**config.mk**
```make
export PLATFORM = sky130hd
export DESIGN_NAME = wm_cycle_sequencer
export DESIGN_NICKNAME = d
export VERILOG_FILES = /design/src/rtl/wm_cycle_sequencer_pkg.sv /design/src/rtl/wm_btn_edge.sv /design/src/rtl/wm_cycle_sequencer.sv
export SDC_FILE = /design/constraint.sdc
export NUM_CORES = 1
export LEC_CHECK = 0
export BUFFER_PORTS_ARGS = -buffer_cell sky130_fd_sc_hd__buf_2
export CAP_MARGIN = 20
export CORE_AREA = 2 2 51 53
export CTS_BUF_LIST = sky130_fd_sc_hd__clkbuf_4 sky130_fd_sc_hd__clkbuf_8 sky130_fd_sc_hd__clkbuf_16
export DETAILED_ROUTE_END_ITERATION = 10
export DIE_AREA = 0 0 53 55
export PLACE_DENSITY_LB_ADDON = 0.25
export SLEW_MARGIN = 20
export SYNTH_ARGS = -nofsm -noshare
export SYNTH_HDL_FRONTEND = slang
export SYNTH_SLANG_ARGS = --single-unit
```
**constraint.sdc**
```tcl
create_clock -name clk -period 2.9 [get_ports clk]
set_input_delay 0.29 -clock clk [delete_from_list [all_inputs] [get_ports clk]]
set_output_delay 0.29 -clock clk [all_outputs]
set_load 0.05 [all_outputs]
```
**src/rtl/wm_cycle_sequencer_pkg.sv**
```systemverilog
// rtl/wm_cycle_sequencer_pkg.sv - shared state codes, default phase lengths and decode helpers
//
// Purpose: common definitions for the washing-machine phase sequencer.
//   wm_state_e       : phase codes as seen on the state output (7 is illegal)
//   *_CYC_DEF        : default phase lengths in clock cycles
//   wm_act_t         : actuator enable bundle
//   next_phase()     : phase order FILL->WASH->DRAIN->RINSE->SPIN->DONE
//   decode_actuators : Moore decode of actuators from phase and pause flag
package wm_cycle_sequencer_pkg;

  typedef enum logic [2:0] {
    ST_IDLE  = 3'd0,
    ST_FILL  = 3'd1,
    ST_WASH  = 3'd2,
    ST_DRAIN = 3'd3,
    ST_RINSE = 3'd4,
    ST_SPIN  = 3'd5,
    ST_DONE  = 3'd6,
    ST_BAD   = 3'd7
  } wm_state_e;

  localparam int FILL_CYC_DEF  = 8;
  localparam int WASH_CYC_DEF  = 16;
  localparam int DRAIN_CYC_DEF = 6;
  localparam int RINSE_CYC_DEF = 10;
  localparam int SPIN_CYC_DEF  = 12;
  localparam int DONE_CYC_DEF  = 4;
  localparam int CNT_W_DEF     = 8;

  typedef struct packed {
    logic water_valve;
    logic motor_on;
    logic motor_fast;
    logic drain_pump;
    logic door_lock;
  } wm_act_t;

  function automatic wm_state_e next_phase(wm_state_e st);
    case (st)
      ST_FILL:  return ST_WASH;
      ST_WASH:  return ST_DRAIN;
      ST_DRAIN: return ST_RINSE;
      ST_RINSE: return ST_SPIN;
      ST_SPIN:  return ST_DONE;
      default:  return ST_IDLE;
    endcase
  endfunction

  function automatic wm_act_t decode_actuators(wm_state_e st, logic pz);
    wm_act_t a;
    a = '0;
    case (st)
      ST_FILL:  begin a.water_valve = 1'b1; a.door_lock = 1'b1; end
      ST_WASH:  begin a.motor_on = 1'b1; a.door_lock = 1'b1; end
      ST_DRAIN: begin a.drain_pump = 1'b1; a.door_lock = 1'b1; end
      ST_RINSE: begin a.water_valve = 1'b1; a.motor_on = 1'b1; a.door_lock = 1'b1; end
      ST_SPIN:  begin a.motor_fast = 1'b1; a.drain_pump = 1'b1; a.door_lock = 1'b1; end
      default:  a = '0;
    endcase
    // Pausing stops every actuator but keeps the door latched.
    if (pz) begin
      a.water_valve = 1'b0;
      a.motor_on    = 1'b0;
      a.motor_fast  = 1'b0;
      a.drain_pump  = 1'b0;
    end
    return a;
  endfunction

endpackage

```
**src/rtl/wm_btn_edge.sv**
```systemverilog
// rtl/wm_btn_edge.sv - button synchronizer with rising-edge detect
//
// Purpose: brings a raw asynchronous button into the clk domain through two
// flops and emits a one-cycle press pulse on each rising edge of the
// synchronized level. A level first captured at edge k gives press=1 during
// the cycle after edge k+1, so the consumer acts on it at edge k+2.
// Ports:
//   clk    in  system clock, rising edge
//   reset  in  asynchronous active-low reset, clears all flops
//   button in  raw button level
//   press  out one-cycle rising-edge pulse
module wm_btn_edge (
  input  logic clk,
  input  logic reset,
  input  logic button,
  output logic press
);

  logic sync1;
  logic sync2;
  logic prev;

  always_ff @(posedge clk or negedge reset) begin
    if (!reset) begin
      sync1 <= 1'b0;
      sync2 <= 1'b0;
      prev  <= 1'b0;
    end else begin
      sync1 <= button;
      sync2 <= sync1;
      prev  <= sync2;
    end
  end

  assign press = sync2 & ~prev;

endmodule

```
**src/rtl/wm_cycle_sequencer.sv**
```systemverilog
// rtl/wm_cycle_sequencer.sv - washing-machine phase sequencer
//
// Purpose: turns start/pause button presses into a timed
// FILL->WASH->DRAIN->RINSE->SPIN->DONE cycle and drives the actuators.
// Ports:
//   clk           in  system clock, rising edge
//   reset         in  asynchronous active-low reset
//   start_button  in  raw start button (async)
//   pause_button  in  raw pause/resume button (async)
//   door_closed   in  door sensor, 1 = closed (synchronous)
//   water_valve   out inlet valve enable
//   motor_on      out agitate-speed motor enable
//   motor_fast    out spin-speed motor enable
//   drain_pump    out drain pump enable
//   door_lock     out door latch, set in FILL..SPIN
//   busy          out 1 whenever not IDLE
//   paused        out pause flag
//   done          out 1 while in DONE
//   state         out current phase code
module wm_cycle_sequencer
  import wm_cycle_sequencer_pkg::*;
#(
  parameter int FILL_CYC  = FILL_CYC_DEF,
  parameter int WASH_CYC  = WASH_CYC_DEF,
  parameter int DRAIN_CYC = DRAIN_CYC_DEF,
  parameter int RINSE_CYC = RINSE_CYC_DEF,
  parameter int SPIN_CYC  = SPIN_CYC_DEF,
  parameter int DONE_CYC  = DONE_CYC_DEF,
  parameter int CNT_W     = CNT_W_DEF
) (
  input  logic       clk,
  input  logic       reset,
  input  logic       start_button,
  input  logic       pause_button,
  input  logic       door_closed,
  output logic       water_valve,
  output logic       motor_on,
  output logic       motor_fast,
  output logic       drain_pump,
  output logic       door_lock,
  output logic       busy,
  output logic       paused,
  output logic       done,
  output logic [2:0] state
);

  // Counter load values are length-1 so a phase spans the counts len-1..0.
  localparam logic [CNT_W-1:0] FILL_LD  = CNT_W'(FILL_CYC - 1);
  localparam logic [CNT_W-1:0] WASH_LD  = CNT_W'(WASH_CYC - 1);
  localparam logic [CNT_W-1:0] DRAIN_LD = CNT_W'(DRAIN_CYC - 1);
  localparam logic [CNT_W-1:0] RINSE_LD = CNT_W'(RINSE_CYC - 1);
  localparam logic [CNT_W-1:0] SPIN_LD  = CNT_W'(SPIN_CYC - 1);
  localparam logic [CNT_W-1:0] DONE_LD  = CNT_W'(DONE_CYC - 1);
  localparam logic [CNT_W-1:0] CNT_ONE  = CNT_W'(1);

  wm_state_e        state_q;
  logic [CNT_W-1:0] cnt_q;
  logic             paused_q;
  logic             start_press;
  logic             pause_press;
  wm_act_t          act;

  wm_btn_edge u_start_edge (
    .clk    (clk),
    .reset  (reset),
    .button (start_button),
    .press  (start_press)
  );

  wm_btn_edge u_pause_edge (
    .clk    (clk),
    .reset  (reset),
    .button (pause_button),
    .press  (pause_press)
  );

  function automatic logic [CNT_W-1:0] phase_load(wm_state_e st);
    case (st)
      ST_FILL:  return FILL_LD;
      ST_WASH:  return WASH_LD;
      ST_DRAIN: return DRAIN_LD;
      ST_RINSE: return RINSE_LD;
      ST_SPIN:  return SPIN_LD;
      ST_DONE:  return DONE_LD;
      default:  return '0;
    endcase
  endfunction

  always_ff @(posedge clk or negedge reset) begin
    if (!reset) begin
      state_q  <= ST_IDLE;
      cnt_q    <= '0;
      paused_q <= 1'b0;
    end else begin
      case (state_q)
        ST_IDLE: begin
          // A simultaneous pause press is ignored here, so start always wins.
          if (start_press && door_closed) begin
            state_q <= ST_FILL;
            cnt_q   <= FILL_LD;
          end
        end
        ST_FILL, ST_WASH, ST_DRAIN, ST_RINSE, ST_SPIN: begin
          if (paused_q) begin
            if (pause_press) begin
              paused_q <= 1'b0;
            end
          end else if (pause_press) begin
            // Entering pause still consumes this cycle's count, but never
            // the final one: the advance waits for the first unpaused cycle.
            paused_q <= 1'b1;
            if (cnt_q != '0) begin
              cnt_q <= cnt_q - CNT_ONE;
            end
          end else if (cnt_q == '0) begin
            state_q <= next_phase(state_q);
            cnt_q   <= phase_load(next_phase(state_q));
          end else begin
            cnt_q <= cnt_q - CNT_ONE;
          end
        end
        ST_DONE: begin
          if (cnt_q == '0) begin
            state_q <= ST_IDLE;
          end else begin
            cnt_q <= cnt_q - CNT_ONE;
          end
        end
        default: begin
          state_q  <= ST_IDLE;
          cnt_q    <= '0;
          paused_q <= 1'b0;
        end
      endcase
    end
  end

  // Pure decode of registers, so the async reset clears actuators at once.
  assign act         = decode_actuators(state_q, paused_q);
  assign water_valve = act.water_valve;
  assign motor_on    = act.motor_on;
  assign motor_fast  = act.motor_fast;
  assign drain_pump  = act.drain_pump;
  assign door_lock   = act.door_lock;
  assign busy        = (state_q != ST_IDLE);
  assign paused      = paused_q;
  assign done        = (state_q == ST_DONE);
  assign state       = state_q;

endmodule

```
After elaboration in Yosys (flattened, before gate mapping)
Index checks and enable logic that the tools add are counted.
{ "totals": {"romBits": 0, "ramBits": 0, "in_bits": 5, "word_cells": 71, "output_inout_bits": 11, "latch_bits": 0, "memories": 0, "register_bits": 18} }
{ "classes": {"n_lt_le_gt_ge": 0, "n_shift": 0, "n_reduce_logical": 12, "add_sub_neg": 1, "multipliers": 0, "n_eq_ne": 19, "bitwise_logic": 4, "div_mod_pow": 0, "n_mux": 26} }
{ "ops": {"columns": ["cell", "count"], "rows": [
  ["2-to-1 mux 8 bit", 6],
  ["case mux 4 bit (6 select lines)", 1],
  ["case mux 8 bit (3 select lines)", 1],
  ["equality test 3 bit (second input constant)", 6],
  ["2-to-1 mux 3 bit", 6],
  ["case mux 3 bit (5 select lines)", 1],
  ["equality test 3 x 2 -> 1 bit (second input constant)", 4],
  ["case mux 3 bit (3 select lines)", 1],
  ["logical NOT 8 bit", 1],
  ["2-to-1 mux 1 bit", 8],
  ["!= test 2 bit (second input constant)", 4],
  ["nonzero test 8 bit", 1],
  ["OR reduction 2 bit", 4],
  ["subtractor 8 x 1 -> 8 bit (second input constant)", 1],
  ["equality test 3 x 1 -> 1 bit (second input constant)", 2],
  ["AND reduction 5 bit", 1],
  ["OR reduction 5 bit", 1],
  ["2-to-1 mux 4 bit", 1],
  ["!= test 2 x 1 -> 1 bit (second input constant)", 2],
  ["AND reduction 4 bit", 1],
  ["logical NOT 3 bit", 1],
  ["!= test 3 x 2 -> 1 bit (second input constant)", 1],
  ["nonzero test 3 bit", 1],
  ["AND 1 bit", 2],
  ["other kinds (3)", 4]
]} }

Logic depth before layout (Yosys ltp)
Gate-level depths: netlist of run 1.
{ "logic_depth": {"word_depth": 12, "depth_mapped": 11, "ltp_nobuf": 10} }

Modules after synthesis
Synthesis of run 1 repeated with hierarchy kept, for this count alone.
{ "hier_totals": {"cells_unflattened": 144, "area_unflattened_um2": 1224.9} }
{ "modules_own_cells": {"columns": ["mod", "area_each_um2", "cells_each", "seq_area_each_um2", "n_inst"], "rows": [
  ["wm_cycle_sequencer", 1047.3, 136, 300.3, 1],
  ["wm_btn_edge", 88.8, 4, 75.1, 2]
]} }

Worst setup path after synthesis of run 1
OpenSTA, ideal clock, no wires.
{ "synth_path": {"path_kind": "reg2out", "from": "reg state_q[2], in the netlist state[2]", "to": "out motor_fast", "n_path_buf": 1, "arrival_time_ns": 2.706, "setup_slack_ns": -0.096, "stages_incl_launch_ff": 4, "required_time_ns": 2.610, "cell_sequence": "dfrtp_1 buf_2 inv_1 nor4_1"} }
{ "synth_between": {"elab_chain_len": 3} }
{ "synth_rtl": {"columns": ["element", "line", "rtl"], "rows": [
  ["from (decl)", "wm_cycle_sequencer.sv:56", "wm_state_e state_q;"],
  ["from (signal assigned)", "wm_cycle_sequencer.sv:116", "state_q <= next_phase(state_q);"],
  ["equality test 3 bit", "wm_cycle_sequencer_pkg.sv:52", "case (st)"],
  ["2-to-1 mux 1 bit", "wm_cycle_sequencer_pkg.sv:52", null],
  ["2-to-1 mux 4 bit", "wm_cycle_sequencer_pkg.sv:61", "if (pz) begin"],
  ["to (decl)", "wm_cycle_sequencer.sv:38", "output logic motor_fast,"]
]} }
No other way between the ends.

Worst setup path after layout of run 1
{ "layout_path": {"from": "reg state_q[1], in the netlist state[1]", "to": "reg cnt_q[3]"} }
{ "layout_between": {"elab_chain_len": 12, "elab_cells_between_ends": 29, "classes_between": "eq/ne: 16; mux: 10; reduce/logical: 3"} }
{ "layout_rtl": {"columns": ["element", "line", "rtl"], "rows": [
  ["equality test 3 bit, or another cell as far along", "wm_cycle_sequencer_pkg.sv:39, wm_cycle_sequencer.sv:95", null],
  ["case mux 3 bit (5 select lines)", "wm_cycle_sequencer_pkg.sv:39", "case (st)"],
  ["2-to-1 mux 3 bit", "wm_cycle_sequencer.sv:115", "end else if (cnt_q == '0) begin"],
  ["2-to-1 mux 3 bit", null, null],
  ["2-to-1 mux 3 bit", "wm_cycle_sequencer.sv:104", "if (paused_q) begin"],
  ["2-to-1 mux 3 bit", "wm_cycle_sequencer.sv:95", "case (state_q)"],
  ["equality test 3 bit, or another cell as far along", "wm_cycle_sequencer.sv:78", "case (st)"],
  ["case mux 4 bit (6 select lines)", "wm_cycle_sequencer.sv:78", null],
  ["2-to-1 mux 8 bit", "wm_cycle_sequencer.sv:115", null],
  ["2-to-1 mux 8 bit", "wm_cycle_sequencer.sv:108", "end else if (pause_press) begin"],
  ["2-to-1 mux 8 bit", "wm_cycle_sequencer.sv:104", null],
  ["case mux 8 bit (3 select lines)", "wm_cycle_sequencer.sv:95", null],
  ["to (signal assigned)", "wm_cycle_sequencer.sv:113", "cnt_q <= cnt_q - CNT_ONE;"],
  ["to (signal assigned)", "wm_cycle_sequencer.sv:117", "cnt_q <= phase_load(next_phase(state_q));"],
  ["to (signal assigned)", "wm_cycle_sequencer.sv:119", "cnt_q <= cnt_q - CNT_ONE;"],
  ["to (decl)", "wm_cycle_sequencer.sv:57", "logic [CNT_W-1:0] cnt_q;"]
]} }
Several ways; a longest one is shown, not always the timed one. The select of a mux whose other input is x is not followed.
A chain may end at the register's enable or synchronous reset.

==> flow_summary.yaml, run 1 <==
drt:
  first_iter_violations: 25
  dr_total_vias: 1118
  first_pass_iters: 4
  vias_per_cell: 5.95
  wl_per_cell_um: 14.8
  drt-total-wl_mm: 2.79
  antenna_left: 0
  drc: 0
clock_tree:
  holdBufCountCts: 1
  clkSinkCount: 18
  numCtsBuffers: 3
  insertion_delay_ns: 0.30
  cts_root_buf: "clkbuf_4"
  cts_tree: "done"
  cts_resized: 0
  clkTransAtPathRegs_ns: 0.11
  postCtsSetupBuffers: 0
  htreeDepth: 1
  clock_path_buffers: 2
global_routing:
  grt_antenna_before_repair: 0
  grt_start_max_net_pins: 24
  grt_pass1_vias: 1076
  grt_usage_pct: 22.7
  grt_pass1_wl_mm: 4.82
  grt.overflow.total: 0
timing:
  maxSlewViolCount: 0
  slew-limit-headroom_pct: 48.7
  min_period_ns: 2.43
  setup_viol: 0
  fmax_mhz: 412
  skew_ns: 0.00114
  whs_ns: 0.0842
  finalHoldViolCount: 0
  rsz0062_at_grt: "false"
  tns_ns: 0
  min_period_over_period_pct: 83.7
  tightest_slew_ns: 0.769
finish:
  drive_above_1_share_pct: 19.0
  fin_nets: 169
  syn_to_final_growth_pct: 10.0
  layout_common_cells: "18 x dfrtp_1, 16 x nor2_1, 15 x nand2_1, 15 x buf_2, 10 x inv_1"
  n_antenna_cell: 0
  layout_commonest_cell: "dfrtp_1"
place:
  gp_congestion: 0.869
  io_buffers: 15
  hpwlAfterDp_mm: 2.08
synthesis:
  synth_top_area_share_pct: 35.6
  synth_seq_area_share_pct: 35.6
  synth_top_cell_by_area: "dfrtp_1"
  synth-warning-count: 0
  async_flop_share_pct: 100
  synth_top_flop_cell: "dfrtp_1"
  synth_seq_cells: 18
  yosys-top-cells-area: "dfrtp_1 36%, ha_1 5.0%, nor2_1 4.8%"
  synth-edff-count: 0
  synth.avg_cell_area_um2: 8.78
  synth_nets: 154
  yosysUniqueCellTypes: 48
  synth.cell_area_mm2: 0.00126
  synthCells: 144
setup_path:
  critPathKind: "reg -> reg"
  cp-start-kind: "flip-flop"
  critPathArrivalTime_ns: 2.63
  endpoint_kind: "flip-flop"
  crit_top_cell: "nor2_1"
  critPathSlowestCell: "dfrtp_1"
  worstReg2RegEnd: "cnt_q[3]$_DFFE_PN0P_"
  cpPeakStageDelay_ns: 0.86
  rrSetupSlack_ns: 0.47
  path_cells: "xnor2_1 > nor2_1 > inv_1 > ha_1 > nor2_1 > a211oi_1 > o21ai_0 > o41ai_1 > a22o_1"
  worstPathMaxFanout: 23
  rr_worst_depth: 9
  crit_required_ns: 3.10
  worstReg2RegStart: "state[1]$_DFFE_PN0P_"
floorplanning:
  die_x_um: 53
  die_area_mm2: 0.00292
  pin_count: 16
  fp.dieH_um: 55
  row_count: 18
  core-area_mm2: 0.00236
  start_util_pct: 53.4
power:
  ir_drop_mv: 0.413
  total_power_mw: 0.763
  leakage_nw: 0.611
  powerDensity_mw_per_mm2: 549
run:
  drv_cap: 0
worst_hold_path:
  hold_class: "in -> reg"
  worstHoldEndpoint: "u_start_edge.sync1$_DFF_PN0_"
  hp-start: "start_button"
  hold_depth: 1
run_status:
  status: "complete, no violations"
layout make-up:
type	instances	area, um^2
Fill cell	222	975
Clock buffer	4	36.3
Sequential cell	18	450
Inverter	11	41.3
Tap cell	30	37.5
Timing Repair Buffer	17	92.6
Multi-Input combinational cell	108	732
critical path: cells and delay by family (launching register included):
| family | cells | cell delay, ns |
|---|---|---|
| AO/OA/AOI/OAI | 4 | 0.61 |
| XOR/XNOR | 1 | 0.18 |
| buffers and inverters | 1 | 0.09 |
| flip-flops | 1 | 0.86 |
| AND/OR/NAND/NOR | 2 | 0.36 |
| adder cells (fa/ha/maj) | 1 | 0.23 |
report_power, final:
group / internal, mW / switching, mW
Combinational: 0.0990 / 0.143
Sequential: 0.293 / 0.0648
Clock: 0.0767 / 0.0861
cells by family (layout without fill, tap and decap cells):
family | after synthesis | in the layout | share of synthesized area [%]
adder cells (fa/ha/maj) | 5 | 5 | 4.95
buffers and inverters | 18 | 32 | 6.93
flip-flops | 18 | 18 | 35.6
AND/OR/NAND/NOR | 51 | 51 | 22.0
XOR/XNOR | 2 | 2 | 1.39
multiplexers | 2 | 2 | 1.98
AO/OA/AOI/OAI | 48 | 48 | 27.1
through the flow:
step	instance area [um^2]	std cells	utilization [%]	setup slack, ns
detailed placement	1340	183	56.8	0.493
CTS	1390	188	58.8	0.481
global route	1390	188	58.8	0.240
global placement	1340	183	56.8	0.584
finish	1390	188	58.8	0.472
floorplan	1270	144	-	0.197
cell usage after synthesis (2+ instances only):
| master | n |
|---|---|
| a21o_1 | 2 |
| a2bb2oi_1 | 2 |
| o21ai_1 | 6 |
| o31ai_1 | 2 |
| a22o_1 | 3 |
| nor2_1 | 16 |
| nand3_1 | 2 |
| buf_6 | 2 |
| a21oi_1 | 4 |
| nor3_1 | 6 |
| dfrtp_1 | 18 |
| xnor2_1 | 2 |
| ha_1 | 5 |
| inv_1 | 10 |
| o22ai_1 | 5 |
| a211oi_1 | 2 |
| o21ai_0 | 8 |
| a31oi_1 | 2 |
| nand2_1 | 15 |
| o41ai_1 | 2 |
| clkbuf_1 | 3 |
state kept, by name, indices dropped and copies added (netlist names):
signal / cells
u_start_edge.prev: 1
paused: 1
u_pause_edge.sync1: 1
u_pause_edge.sync2: 1
u_start_edge.sync2: 1
state: 3
u_start_edge.sync1: 1
u_pause_edge.prev: 1
cnt_q: 8
how the worst max path moves through the flow:
stage / start / end / slack (ns) / cells past startpoint
CTS: state[1]$_DFFE_PN0P_ / cnt_q[3]$_DFFE_PN0P_ / 0.48 / 9
global placement: state[1]$_DFFE_PN0P_ / cnt_q[2]$_DFFE_PN0P_ / 0.58 / 10
finish: state[1]$_DFFE_PN0P_ / cnt_q[3]$_DFFE_PN0P_ / 0.47 / 9
floorplan: state[1]$_DFFE_PN0P_ / drain_pump / 0.20 / 4
global route: state[1]$_DFFE_PN0P_ / cnt_q[2]$_DFFE_PN0P_ / 0.24 / 10
detailed placement: state[1]$_DFFE_PN0P_ / cnt_q[3]$_DFFE_PN0P_ / 0.49 / 9
routing by layer:
metal	up-vias	track usage [%]	wire length (um)
li1	554	-	-
met5	-	0	0
met1	527	29.1	1260
met4	0	7.69	36
met2	30	39.2	1370
met3	7	3.49	121
(Power assumes the default switching activity.)
==> run 2: changes to the inputs <==
Clock period 2.9 ns to 2.5 ns, I/O delays scaled along.
==> run 2 against run 1 <==
  * Hold slack got worse by 0.030 ns
  * Cell count did not move
  * Sequential cell count did not move
  * Highest routed layer unchanged
  * Register-to-register slack got worse by 0.19 ns
  * Critical path depth did not move
  * First-iteration DRC count rose by 32%
  * Sequential power rose by 15%
  * Sequential share of layout area fell by 0.056 points
  * Largest power group unchanged
  * Via count rose by 1.6%
  * Core utilization rose by 0.26 points
==> flow_summary.yaml, run 2 (synthesis results as in run 1) <==
power:
  p_seq_share_pct: 47.3
  leakage_nw: 0.610
  switching_share_pct: 37.7
  power.share.combinational_pct: 32.4
  powerDensity_mw_per_mm2: 625
  ir_drop_mv: 0.462
  internal_power_mw: 0.544
  switchingPower_mw: 0.329
  clkPwrFrac_pct: 20.3
clock_tree:
  insertion_delay_ns: 0.29
  clock_path_buffers: 2
  cts_tree: "done"
  clkTransAtPathRegs_ns: 0.10
  htreeDepth: 1
  numCtsBuffers: 3
  cts_root_buf: "clkbuf_4"
  postCtsSetupBuffers: 0
  clkSinkCount: 18
worst_hold_path:
  hold_depth: 1
  hold_class: "in -> reg"
setup_path:
  cp-start-kind: "flip-flop"
  critPathArrivalTime_ns: 2.41
  endpoint_kind: "flip-flop"
  rr_worst_depth: 9
  rrSetupSlack_ns: 0.28
  critPathKind: "reg -> reg"
  crit_required_ns: 2.69
  worstPathMaxFanout: 23
finish:
  nFillCells: 206
  seq_area_um2: 452
  fin_nets: 169
  top_register: "cnt_q"
  layout_commonest_cell: "dfrtp_1"
  multi_input_comb_area_um2: 737
  fin_cells: 188
  drive_above_1_share_pct: 20.3
  largest_reg_flops: 8
  syn_to_final_growth_pct: 10.5
  n_antenna_cell: 0
  layout_common_cells: "17 x dfrtp_1, 16 x nor2_1, 15 x nand2_1, 15 x buf_2, 10 x inv_1"
run_status:
  status: "complete, no violations"
timing:
  skew_ns: 0.00104
  finalHoldViolCount: 0
  rsz0062_at_grt: "false"
  slew-limit-headroom_pct: 61.7
  min_period_over_period_pct: 88.7
  tightest_slew_ns: 0.575
  setup_viol: 0
  fmax_mhz: 451
  min_period_ns: 2.22
  tns_ns: 0
  maxSlewViolCount: 0
place:
  dp.cells: 183
  gp_congestion: 0.918
  io_buffers: 15
  hpwlAfterDp_mm: 2.02
drt:
  drc: 0
  antenna_left: 0
  vias_per_cell: 6.04
  wl_per_cell_um: 14.4
  first_pass_iters: 4
  dr_total_vias: 1136
  first_iter_violations: 33
  drt-total-wl_mm: 2.70
global_routing:
  grt_usage_pct: 21.5
  grt_pass1_wl_mm: 4.60
  grt_antenna_before_repair: 0
  grt_start_max_net_pins: 24
  grt_pass1_vias: 1000
  grt.overflow.total: 0
floorplanning:
  pin_count: 16
  die_x_um: 53
  start_util_pct: 53.4
  die_area_mm2: 0.00292
  core-area_mm2: 0.00236
  row_count: 18
  fp.dieH_um: 55
run:
  drv_cap: 0
==> run 2: changes by cell type in the layout (fill, tap and decap cells not counted) <==
cell / delta
dfrtp_1: -1
dfrtp_2: +1
nor3_1: -1
nor3_2: +1
==> run 2: worst paths after layout <==
| kind | end | start |
|---|---|---|
| setup / recovery | cnt_q[3]$_DFFE_PN0P_ | state[1]$_DFFE_PN0P_ |
| hold / removal | u_start_edge.sync1$_DFF_PN0_ | start_button |
| setup reg to reg | cnt_q[3]$_DFFE_PN0P_ | state[1]$_DFFE_PN0P_ |
| hold reg to reg | u_start_edge.sync2$_DFF_PN0_ | u_start_edge.sync1$_DFF_PN0_ |
| max in group asynchronous | state[1]$_DFFE_PN0P_ | reset |
| min in group asynchronous | u_pause_edge.sync1$_DFF_PN0_ | reset |
==> run 2: power groups by stage <==
stage	logic (mW)	registers [mW]	clock network [mW]
4_1_cts	0.284	0.413	0.185
5_1_grt	0.319	0.422	0.193
3_5_place_dp	0.282	0.419	0
2_1_floorplan	0.221	0.407	0
6_report	0.282	0.413	0.177
3_3_place_gp	0.272	0.418	0
==> run 2: metrics by stage <==
stage | setup slack, ns | util (%) | area, um^2 | hold slack [ns] | total power, mW
after floorplan | 0.00750 | - | 1280 | -0.0456 | 0.628
after global placement | 0.375 | 57.1 | 1350 | 0.195 | 0.690
after detailed placement | 0.325 | 57.1 | 1350 | 0.200 | 0.701
after CTS | 0.304 | 59.0 | 1400 | 0.0475 | 0.882
after global routing | 0.119 | 59.0 | 1400 | 0.0498 | 0.934
final | 0.283 | 59.0 | 1400 | 0.0539 | 0.873
==> run 2: cell type report <==
class,count,share of cell area [%]
clock buffers,4,2.60
inverters,11,2.96
multi-input cells,108,52.8
flip-flops and latches,18,32.3
well taps,30,2.69
repair buffers,17,6.63
==> run 2: per-layer routing <==
| layer | wire (um) | track usage [%] |
|---|---|---|
| met1 | 1240 | 28.9 |
| met2 | 1280 | 36.0 |
| met3 | 132 | 1.61 |
| met4 | 51 | 9.40 |
| met5 | 0 | 0 |
==> run 2: critical path: stages (launching register included) <==
cell	delay, ns
dfrtp_2	0.64
xnor2_1	0.16
nor2_1	0.23
inv_1	0.10
ha_1	0.25
nor2_1	0.15
a211oi_1	0.09
o21ai_0	0.19
o41ai_1	0.10
a22o_1	0.20
==> run 2: repair_timing <==
item                                   4_1_cts  5_1_grt
endpoints found under the hold margin       18        0
hold buffers                                 1        0
gates resized for setup                      0        0
==> run 3: changes to the inputs <==
Settings changed: CTS_BUF_LIST sky130_fd_sc_hd__clkbuf_4 sky130_fd_sc_hd__clkbuf_8 sky130_fd_sc_hd__clkbuf_16 to sky130_fd_sc_hd__clkbuf_16, SETUP_SLACK_MARGIN set to 0.02.
==> run 3 against run 2 <==
  * Total power rose by 17%
  * Largest cell class unchanged
  * Core utilization rose by 2.0 points
  * Via count barely moved
  * Sequential share of layout area fell by 1.1 points
==> flow_summary.yaml, run 3 (synthesis results as in run 1) <==
finish:
  largest_reg_flops: 8
  multi_input_comb_area_um2: 742
  fin_cells: 188
  nFillCells: 206
  n_antenna_cell: 0
  syn_to_final_growth_pct: 14.3
  top_register: "cnt_q"
  fin_nets: 169
  seq_area_um2: 452
  drive_above_1_share_pct: 20.3
  layout_commonest_cell: "dfrtp_1"
  layout_common_cells: "17 x dfrtp_1, 16 x nor2_1, 15 x nand2_1, 15 x buf_2, 10 x inv_1"
worst_hold_path:
  hp-start: "pause_button"
  hold_depth: 1
  hold_class: "in -> reg"
power:
  ir_drop_mv: 0.538
  leakage_nw: 0.628
  powerDensity_mw_per_mm2: 709
timing:
  tightest_slew_ns: 0.555
  skew_ns: 0.00154
  maxSlewViolCount: 0
  fmax_mhz: 438
  setup_viol: 0
  min_period_ns: 2.28
  slew-limit-headroom_pct: 63.0
  whs_ns: 0.101
  finalHoldViolCount: 0
  min_period_over_period_pct: 91.4
  tns_ns: 0
  rsz0062_at_grt: "false"
clock_tree:
  clkTransAtPathRegs_ns: 0.05
  postCtsSetupBuffers: 0
  htreeDepth: 1
  clkSinkCount: 18
  numCtsBuffers: 3
  cts_tree: "done"
  insertion_delay_ns: 0.25
  cts_resized: 0
  cts_root_buf: "clkbuf_16"
  clock_path_buffers: 2
setup_path:
  critPathSlowestCell: "dfrtp_2"
  rr_worst_depth: 9
  worstPathMaxFanout: 23
  worstReg2RegEnd: "cnt_q[3]$_DFFE_PN0P_"
  crit_top_cell: "nor2_1"
  rrSetupSlack_ns: 0.22
  path_depth: 9
  critPathKind: "reg -> reg"
  cp-start-kind: "flip-flop"
  critPathArrivalTime_ns: 2.42
  path_buf_inv: 1
  crit_start: "state[1]$_DFFE_PN0P_"
  path_cells: "xnor2_1 > nor2_1 > inv_1 > ha_1 > nor2_1 > a211oi_1 > o21ai_0 > o41ai_1 > a22o_1"
  crit_required_ns: 2.64
  cp_top_family: "flip-flops"
  worstReg2RegStart: "state[1]$_DFFE_PN0P_"
  endpoint_kind: "flip-flop"
  cpPeakStageDelay_ns: 0.63
  crit_end: "cnt_q[3]$_DFFE_PN0P_"
drt:
  drt-total-wl_mm: 2.79
  drc: 0
  first_pass_iters: 4
  first_iter_violations: 47
  antenna_left: 0
  dr_total_vias: 1135
  vias_per_cell: 6.04
  wl_per_cell_um: 14.8
global_routing:
  grt_pass1_vias: 1026
  grt_usage_pct: 22.6
  grt_pass1_wl_mm: 4.75
  grt.overflow.total: 0
  grt_start_max_net_pins: 24
  grt_antenna_before_repair: 0
floorplanning:
  die_x_um: 53
  die_area_mm2: 0.00292
  row_count: 18
  start_util_pct: 53.4
  pin_count: 16
  fp.dieH_um: 55
  core-area_mm2: 0.00236
place:
  dp.cells: 183
  hpwlAfterDp_mm: 2.05
  io_buffers: 15
  gp_congestion: 0.896
run:
  drv_cap: 0
run_status:
  status: "complete, no violations"
==> run 3: cell types whose count changed in the layout (fill, tap and decap cells not counted), sizes merged <==
cell	before	now
clkbuf	4	3
clkinv	0	1
==> run 3: layout make-up <==
class,count,share of cell area [%]
inverter,11,2.86
timing repair buffer,17,6.41
multi-input combinational,108,51.4
clock inverter,1,0.260
sequential,18,31.3
tap,30,2.60
clock buffer,3,5.20
==> run 3: repair_timing <==
item / 4_1_cts / 5_1_grt
hold buffers: 1 / 0
endpoints found under the hold margin: 18 / 0
setup endpoints to repair: 0 / 0
==> run 3: metal layers <==
metal  part of all wire [%]  GRT usage (%)  wire [um]  up-vias
met1                     45           28.8       1260      537
met3                    5.1           3.49        141        7
met2                     47           37.7       1320       41
met5                      0              0          0        -
li1                       -              -          -      550
met4                    2.4           11.5         67        0
==> run 3: where the power goes <==
part	switching [mW]	internal, mW
Combinational	0.171	0.116
Clock	0.107	0.213
Sequential	0.0747	0.342
Total	0.353	0.671
==> run 3: stage by stage <==
stage               instance area [um^2]  worst slack, ns  power, mW  utilization (%)
global route                        1440           0.0287       1.09             61.1
CTS                                 1440            0.252       1.03             61.1
finish                              1440            0.216       1.02             61.1
global placement                    1360            0.359      0.690             57.3
floorplan                           1280           0.0878      0.629                -
detailed placement                  1360            0.285      0.706             57.3
==> run 3: how the worst min path moves through the flow <==
stage          slack (ns)                           end
6_report             0.10  u_pause_edge.sync1$_DFF_PN0_
5_1_grt               0.1  u_pause_edge.sync1$_DFF_PN0_
4_1_cts               0.1  u_pause_edge.sync1$_DFF_PN0_
3_5_place_dp         0.20  u_pause_edge.sync1$_DFF_PN0_
3_3_place_gp         0.20  u_pause_edge.sync1$_DFF_PN0_
2_1_floorplan       -0.05          cnt_q[0]$_DFFE_PN0P_
